==> src/rtl/arith_mon_pkg.sv <==
// arith_mon shared definitions: op encodings and the reference model.
// The model works at MAX_W bits; callers keep the low WIDTH bits.
package arith_mon_pkg;

   localparam int MAX_W = 64;

   localparam logic [1:0] OP_ADD = 2'd0;
   localparam logic [1:0] OP_SUB = 2'd1;
   localparam logic [1:0] OP_AND = 2'd2;
   localparam logic [1:0] OP_XOR = 2'd3;

   // Injection forces the expected value to b so a correct DUT
   // still produces mismatches on roughly a quarter of random data.
   function automatic logic [MAX_W-1:0] ref_calc(
      input logic [1:0]       op,
      input logic [MAX_W-1:0] a,
      input logic [MAX_W-1:0] b,
      input logic             inj
   );
      logic [MAX_W-1:0] r;
      r = '0;
      if (inj && a[0] && b[0]) begin
         r = b;
      end else begin
         unique case (op)
            OP_ADD:  r = a + b;
            OP_SUB:  r = a - b;
            OP_AND:  r = a & b;
            OP_XOR:  r = a ^ b;
            default: r = '0;
         endcase
      end
      return r;
   endfunction

endpackage

==> src/rtl/arith_mon_delay.sv <==
// arith_mon_delay: fixed-length shift register, async reset.
// Carries {valid, expected} so the tail lines up with the DUT output.
module arith_mon_delay #(
   parameter int W       = 33,
   parameter int LATENCY = 2
) (
   input  logic         clk,
   input  logic         reset,
   input  logic [W-1:0] d,
   output logic [W-1:0] q
);

   logic [W-1:0] stg [LATENCY];

   // Shift every cycle; bubbles travel down the line too.
   always_ff @(posedge clk or posedge reset) begin
      if (reset) begin
         for (int i = 0; i < LATENCY; i++) stg[i] <= '0;
      end else begin
         stg[0] <= d;
         for (int i = 1; i < LATENCY; i++) stg[i] <= stg[i-1];
      end
   end

   assign q = stg[LATENCY-1];

endmodule

==> src/rtl/arith_mon.sv <==
// arith_mon: delayed reference model compared against the DUT
// output, with saturating transaction/error counters.
module arith_mon
   import arith_mon_pkg::*;
#(
   parameter int WIDTH   = 32,
   parameter int LATENCY = 2,
   parameter int CNT_W   = 16
) (
   input  logic             clk,
   input  logic             reset,
   input  logic             i_valid,
   input  logic [1:0]       i_op,
   input  logic [WIDTH-1:0] i_a,
   input  logic [WIDTH-1:0] i_b,
   input  logic             i_inj_en,
   input  logic             i_dut_valid,
   input  logic [WIDTH-1:0] i_dut_o,
   input  logic             i_clr,
   output logic [WIDTH-1:0] o_mon_o,
   output logic [WIDTH-1:0] o_dtm_o,
   output logic             o_cmp_valid,
   output logic             o_mismatch,
   output logic             o_missing,
   output logic             o_spurious,
   output logic [CNT_W-1:0] o_txn_cnt,
   output logic [CNT_W-1:0] o_err_cnt,
   output logic             o_sticky_err
);

   localparam logic [CNT_W-1:0] CNT_MAX = '1;

   logic [MAX_W-1:0] mdl_full;
   logic             unused_mdl;
   logic [WIDTH:0]   head;
   logic [WIDTH:0]   tail;
   logic             ev;
   logic [WIDTH-1:0] exp_d;
   logic             cmp_nxt;
   logic             mis_nxt;

   assign mdl_full = ref_calc(i_op, MAX_W'(i_a), MAX_W'(i_b), i_inj_en);
   assign unused_mdl = ^mdl_full;
   assign head = {i_valid, mdl_full[WIDTH-1:0]};

   arith_mon_delay #(
      .W       (WIDTH + 1),
      .LATENCY (LATENCY)
   ) u_delay (
      .clk   (clk),
      .reset (reset),
      .d     (head),
      .q     (tail)
   );

   assign ev      = tail[WIDTH];
   assign exp_d   = tail[WIDTH-1:0];
   assign cmp_nxt = ev | i_dut_valid;
   assign mis_nxt = (ev & i_dut_valid) ? (exp_d != i_dut_o) : cmp_nxt;

   // Registered compare stage; data outputs hold when their side is idle.
   always_ff @(posedge clk or posedge reset) begin
      if (reset) begin
         o_cmp_valid <= 1'b0;
         o_mismatch  <= 1'b0;
         o_missing   <= 1'b0;
         o_spurious  <= 1'b0;
         o_mon_o     <= '0;
         o_dtm_o     <= '0;
      end else begin
         o_cmp_valid <= cmp_nxt;
         o_mismatch  <= mis_nxt;
         o_missing   <= ev & ~i_dut_valid;
         o_spurious  <= i_dut_valid & ~ev;
         if (ev) o_mon_o <= exp_d;
         if (i_dut_valid) o_dtm_o <= i_dut_o;
      end
   end

   // Statistics update on the same edge as the compare flags;
   // a clear in that cycle drops the event.
   always_ff @(posedge clk or posedge reset) begin
      if (reset) begin
         o_txn_cnt    <= '0;
         o_err_cnt    <= '0;
         o_sticky_err <= 1'b0;
      end else if (i_clr) begin
         o_txn_cnt    <= '0;
         o_err_cnt    <= '0;
         o_sticky_err <= 1'b0;
      end else begin
         if (cmp_nxt && o_txn_cnt != CNT_MAX)
            o_txn_cnt <= o_txn_cnt + CNT_W'(1);
         if (mis_nxt && o_err_cnt != CNT_MAX)
            o_err_cnt <= o_err_cnt + CNT_W'(1);
         if (mis_nxt)
            o_sticky_err <= 1'b1;
      end
   end

endmodule

==> config.mk <==
export PLATFORM = sky130hd
export DESIGN_NAME = arith_mon
export DESIGN_NICKNAME = d
export VERILOG_FILES = /design/src/rtl/arith_mon_pkg.sv /design/src/rtl/arith_mon_delay.sv /design/src/rtl/arith_mon.sv
export SDC_FILE = /design/constraint.sdc
export NUM_CORES = 1
export LEC_CHECK = 0
export ABC_CLOCK_PERIOD_IN_PS = 8500
export CAP_MARGIN = 30
export CORE_MARGIN = 5
export CORE_UTILIZATION = 56
export CTS_CLUSTER_DIAMETER = 100
export DETAILED_ROUTE_END_ITERATION = 8
export GPL_TIMING_DRIVEN = 0
export PLACE_DENSITY = 0.87
export SYNTH_ARGS = -nofsm -noshare
export SYNTH_HDL_FRONTEND = slang
export SYNTH_SLANG_ARGS = --single-unit
==> constraint.sdc <==
create_clock -name clk -period 8.5 [get_ports clk]
set_input_delay 1.275 -clock clk [delete_from_list [all_inputs] [get_ports clk]]
set_output_delay 1.275 -clock clk [all_outputs]
set_load 0.01 [all_outputs]
======== Word-level counts from Yosys, hierarchy flattened ========
Cells that the tools add are included.
Widths: inputs -> output; s select.
cells by class
  add/subtract/negate cells ............... 4
  equality and inequality tests ........... 6
  multiplexer cells ....................... 9
  bitwise gates (word level) .............. 8
  reduce and logical (&&, ||, !) cells .... 8
operators by type and width
  kind                   number
  $pmux 32 s4            1
  $mux 16                4
  $add 16x1->16 const B  2
  $add 32x32->32         1
  $and 32x32->32         1
  $mux 32                1
  $ne 16x16->1 const B   2
  $ne 32x32->1           1
  $sub 32x32->32         1
  $xor 32x32->32         1
  $reduce_bool 2->1      3
  $eq 2x2->1 const B     2
  $logic_and 1x1->1      4
  $and 1x1->1            3
  $mux 1                 3
  $eq 2x1->1 const B     1
  $logic_not 2->1        1
  $not 1->1              2
  $or 1x1->1             1
storage, ports and cells
  register bits ........................... 167
  bits of input ports ..................... 104
  output and inout port bits .............. 101
  word-level logic and storage cells ...... 46

======== Logic depth before layout (Yosys ltp) ========
  word-level depth ........................ 5
  depth in mapped cells ................... 19

======== By module ========
From an unflattened synthesis, not the netlist that was laid out.
second synthesis, totals
  cells, all modules ...................... 987
  area, all modules ....................... 10023.4 sq um
by module, submodules not included
  module           times used  cells an instance  area an instance (sq um)  seq. area each (sq um)
  arith_mon        1           887                8120.3                    2527.4
  arith_mon_delay  1           100                1903.1                    1651.6

======== Worst setup path after synthesis ========
No wires, ideal clock.
  path kind ............................... input to register
  from .................................... input port i_op[0]
  to ...................................... register u_delay.stg[63] (netlist bit)
  library setup time ...................... 0.076 ns
  arrival time ............................ 4.664 ns
  setup slack ............................. 3.759 ns
  cell stages on the path ................. 14
  path buffers ............................ 2
  path through ............................ clkbuf_1 -> nor2b_1 -> clkbuf_1 -> mux2i_1 -> fa_1 -> a211oi_2 -> o211ai_2 -> a31o_4 -> a41o_1 -> a41oi_4 -> o21ai_2 -> a311oi_2 -> mux2_1 -> o21ai_1
on the way
  longest elaborated chain between the ends .. 3
RTL lines
  item                                      line                   RTL
  from (decl)                               arith_mon.sv:13        input logic [1:0] i_op,
  $eq 2x2->1, or another cell as far along  arith_mon_pkg.sv:25    unique case (op)
  $pmux 32 s4 (*)                           arith_mon_pkg.sv:25
  $mux 32 (*)                               arith_mon_pkg.sv:22    if (inj && a[0] && b[0]) begin
  via mdl_full[30]                          arith_mon.sv:33        logic [MAX_W-1:0] mdl_full;
  to (decl)                                 arith_mon_delay.sv:13  logic [W-1:0] stg [LATENCY];
Mark *: on every way through the listed nets, which the timed path passes. The rest lies on a longest branch.
A chain may end at the register's enable or synchronous reset.

======== Worst setup path in the final report ========
  from .................................... input port i_b[6]
  to ...................................... register u_delay.stg[64] (netlist bit)
on the way
  longest elaborated chain between the ends .. 3
RTL lines
  item                                              line                                      RTL
  from (decl)                                       arith_mon.sv:15                           input logic [WIDTH-1:0] i_b,
  $sub 32x32->32 or $add 32x32->32 (tied branches)  arith_mon_pkg.sv:27, arith_mon_pkg.sv:26
  $pmux 32 s4 (*)                                   arith_mon_pkg.sv:25
  $mux 32 (*)                                       arith_mon_pkg.sv:22
  via mdl_full[31]                                  arith_mon.sv:33
Marked as above.

==> metrics list <==
* Critical path peak fanout: 8
* Worst slack, placed: 2.53 ns
- Summing every instance area after synthesis gives 0.00964 mm2.
- Global router's overall resource usage: 27.4%
- Final instance area: 0.0125 mm2
- Largest cells by area after synthesis: sky130_fd_sc_hd__dfrtp_1 (43%), sky130_fd_sc_hd__ha_1 (8.6%), sky130_fd_sc_hd__mux2_2 (7.8%)
- The Yosys step of the flow raised 0 warnings.
* Part of the total power dissipated in the clock network: 30.1%
- TritonCTS built the clock tree.
- The initial utilization of the core area, before any placement, comes to 56.3%.
* Area inside the core boundary: 0.0171 mm2
- In this run switching power makes up 31.0% of total power.
- Delay of the slowest critical-path stage: 0.58 ns
- In this run the biggest area consumer among cell types represents 43.3% of the synthesized area.
- Counting flops with an async set or reset pin after synthesis yields a share of 100%.
- Number of setup buffers added after CTS: 0
* Count of flip-flops with a built-in enable after synthesis: 0
- Wires add up to 27.3 mm.
- Total die area: 0.0199 mm2
- Post-synth top area cell: sky130_fd_sc_hd__dfrtp_1
- Clock-pin slew was measured on the worst setup and hold paths at 0.06 ns.
- Post-DP HPWL: 21.2 mm
- After floorplanning, the core was divided into 48 placement rows.
- Including well taps, the total number of placed cells is 1349.
- Sw Pwr: 0.733 mW
- Dividing the detail-routed via count by the number of cells gives 5.81.
- Fin Setup TNS: 0 ns
- Total DRC errors in the routed layout: 0
- The final hold violation count was 0.
* Total congestion overflow after global routing: 0
- The critical path contains buffers and inverters numbering 2 combined.
- Number of nets with antenna violations after detailed routing: 0
- The commonest cells after synthesis are sky130_fd_sc_hd__dfrtp_1 (167), sky130_fd_sc_hd__xor2_1 (78), sky130_fd_sc_hd__nor2_1 (75).
* Max cap viols: 0
- Average cell area after synthesis: 10.5 um2
* CTS-repair resized insts: 0
- Once layout is complete, the cells apart from fillers number 1380.
* Highest metal layer with signal wires: met4
- The total count of max-transition violations in the final report is 0.
* Fin Clk Skew: 0.0104 ns
- Standard cell area after detailed placement: 0.0120 mm2
- Count of input and output buffers: 201
- In the detailed route, the total length drawn on met3 is 1.95 mm.
* Count of mapped cells out of synthesis: 922
- Status: finished, final reports clean
* Die height: 141 um
- Maximum number of pins on one net before global-route repair: 97
- Fraction of power consumed by sequential logic: 41.4%
* Number of buffers added to fix hold violations after cts: 0
- The clock passes through at most 2 buffers.
- Clock tree synthesis selected as its root buffer the cell sky130_fd_sc_hd__clkbuf_16.
* Startpoint kind of the worst setup timing path: input port
- Total vias in the final route: 8022
- Data required time of the critical path: 8.80 ns
- Combinational cell fraction of total power: 28.5%
- After the first detailed-routing iteration, the DRC count stood at 500.
- The setup check on the worst reg-to-reg path leaves a slack of 5.83 ns.
- Total met2 wirelength after detailed routing: 13.6 mm
- The most used flip-flop cell after synthesis is sky130_fd_sc_hd__dfrtp_1.
- Total inserted antenna cells: 0
- From synthesis to final layout, the design area changed by 29.8%.
- Cell type of the slowest stage on the worst timing path: sky130_fd_sc_hd__nor4_2
* Cell-by-cell listing of the critical path: clkdlybuf4s50_1 > or3_1 > nor4_2 > nor2b_2 > a21oi_1 > xnor2_1 > ha_1 > clkbuf_1 > and3_1 > nand2_1 > or3_1 > o21ai_0 > a31oi_1 > xnor2_1 > a221o_1
* Cell family contributing the most delay on the critical path: simple AND/OR/NAND/NOR gates
- Maximum level of the CTS H-tree: 4
* Worst vdd rail ir drop: 0.000132 V
* Ratio of cells with drive above 1 in the final layout: 10.3%
- Skew-Pair Late Insertion Delay: 0.42 ns
- Data arrives at the worst endpoint at 5.88 ns.
* Final Net Count: 1314
- Summed over all cells, the static leakage comes to 5.40 nW.
* Width of the die: 141 um
- Yosys reg bits: 167
- Pre-Repair DR Iteration Count: 5
* Gp weighted congestion: 1.00
- Sinks on the clock net: 167
- Counting the buffers created by CTS gives 17.
- The critical path is of the in -> reg type.
- After detailed routing, the average wire length per cell comes to 19.8 um.
- Pwr Density: 189 mW/mm2
- Internal power: 1.63 mW
- Max frequency: 0.179 GHz
- Number of unique standard cell types used by synthesis: 61
* Worst slew margin: 38.9%
* Via count of the first global-routing pass: 8108
- Dividing the final minimum period by the clock period gives 65.7%.
- In the post-route analysis, the smallest setup slack over all paths is 2.92 ns.
- Clock period minus worst slack: 5.58 ns
* Cell with the most instances after synthesis: sky130_fd_sc_hd__dfrtp_1
- Antenna violations before repair: 0
- In this run the count of I/O pins placed on the die edge is 205.
* Type of element capturing the critical path: flop
- Setup violations remaining at the end of the flow were counted as 0.
- Wire length of the first global-routing pass: 43.0 mm
* Sum of internal, switching and leakage power: 2.36 mW
- Hold WC Path Type: reg -> reg
* Setup repair after global routing missed its margin: no
* Post-Syn Nets: 1093
- Register area share after synthesis: 43.3%
* Slew of the pin with the lowest slew margin: 0.916 ns
* Met1 Wirelength: 11.2 mm
-- cell type report --
cell class,instances,area (um2)
multi-input combinational,703,5270
sequential,167,4180
buffer,37,139
timing repair buffer,202,2040
clock buffer,18,429
tap,225,282
clock inverter,13,114
inverter,15,63.8
fill,1202,4600
-- cells in the final DEF (no fill, tap or decap), drive strengths merged, types with 24 or more instances in the layout --
master | netlist | final
clkdlybuf4s50 | 0 | 201
dfrtp | 167 | 167
xor2 | 78 | 78
nor2 | 75 | 75
mux2 | 68 | 68
ha | 66 | 66
a21oi | 65 | 65
nand2 | 58 | 58
clkbuf | 33 | 51
o21ai | 50 | 50
xnor2 | 34 | 34
mux2i | 30 | 30
inv | 15 | 24
-- state kept, by name (all words and copies together), names as in the netlist --
signal        flops
o_cmp_valid       1
o_dtm_o          32
o_err_cnt        16
o_mismatch        1
o_missing         1
o_mon_o          32
o_spurious        1
o_sticky_err      1
o_txn_cnt        16
u_delay.q        33
u_delay.stg      33
-- cells by family after synthesis --
group           Yosys count  share of synthesized area (%)
fa+ha+maj                67                           8.77
mux                      98                           11.1
flops                   167                           43.3
xor+xnor                112                           10.2
buf+inv                  52                           2.02
simple gates            237                           11.9
compound gates          189                           12.7
-- metal layers --
layer  up-vias  GRT usage, %
met4         0          7.85
met5         -             0
li1       3738             -
met1      3884          36.0
met3        51          4.24
met2       349          47.2
-- through the flow --
stage          hold slack, ns  utilization [%]
5_1_grt                 0.355             73.1
2_1_floorplan           0.331                -
3_5_place_dp            0.335             69.9
4_1_cts                 0.348             73.1
3_3_place_gp            0.332             69.7
6_report                0.346             73.1
-- power groups by stage --
stage	Combinational (mW)	Clock (mW)	Sequential (mW)
finish	0.673	0.712	0.979
global route	0.727	0.758	0.991
CTS	0.670	0.720	0.979
detailed placement	0.663	0	0.992
global placement	0.649	0	0.983
floorplan	0.351	0	1.00
-- path summary, 6_finish.rpt --
kind                                       from               to  depth (start not counted)
worst min-delay path            u_delay.stg[57]    u_delay.q[24]                          0
max in group asynchronous                 reset      o_mon_o[24]                          3
worst max-delay path                     i_b[6]  u_delay.stg[64]                         15
worst max register to register     o_txn_cnt[3]     o_txn_cnt[8]                         10
min in group asynchronous                 reset    o_txn_cnt[14]                          2
worst min register to register  u_delay.stg[57]    u_delay.q[24]                          0
Note: power is estimated with default switching activity, not from simulation.
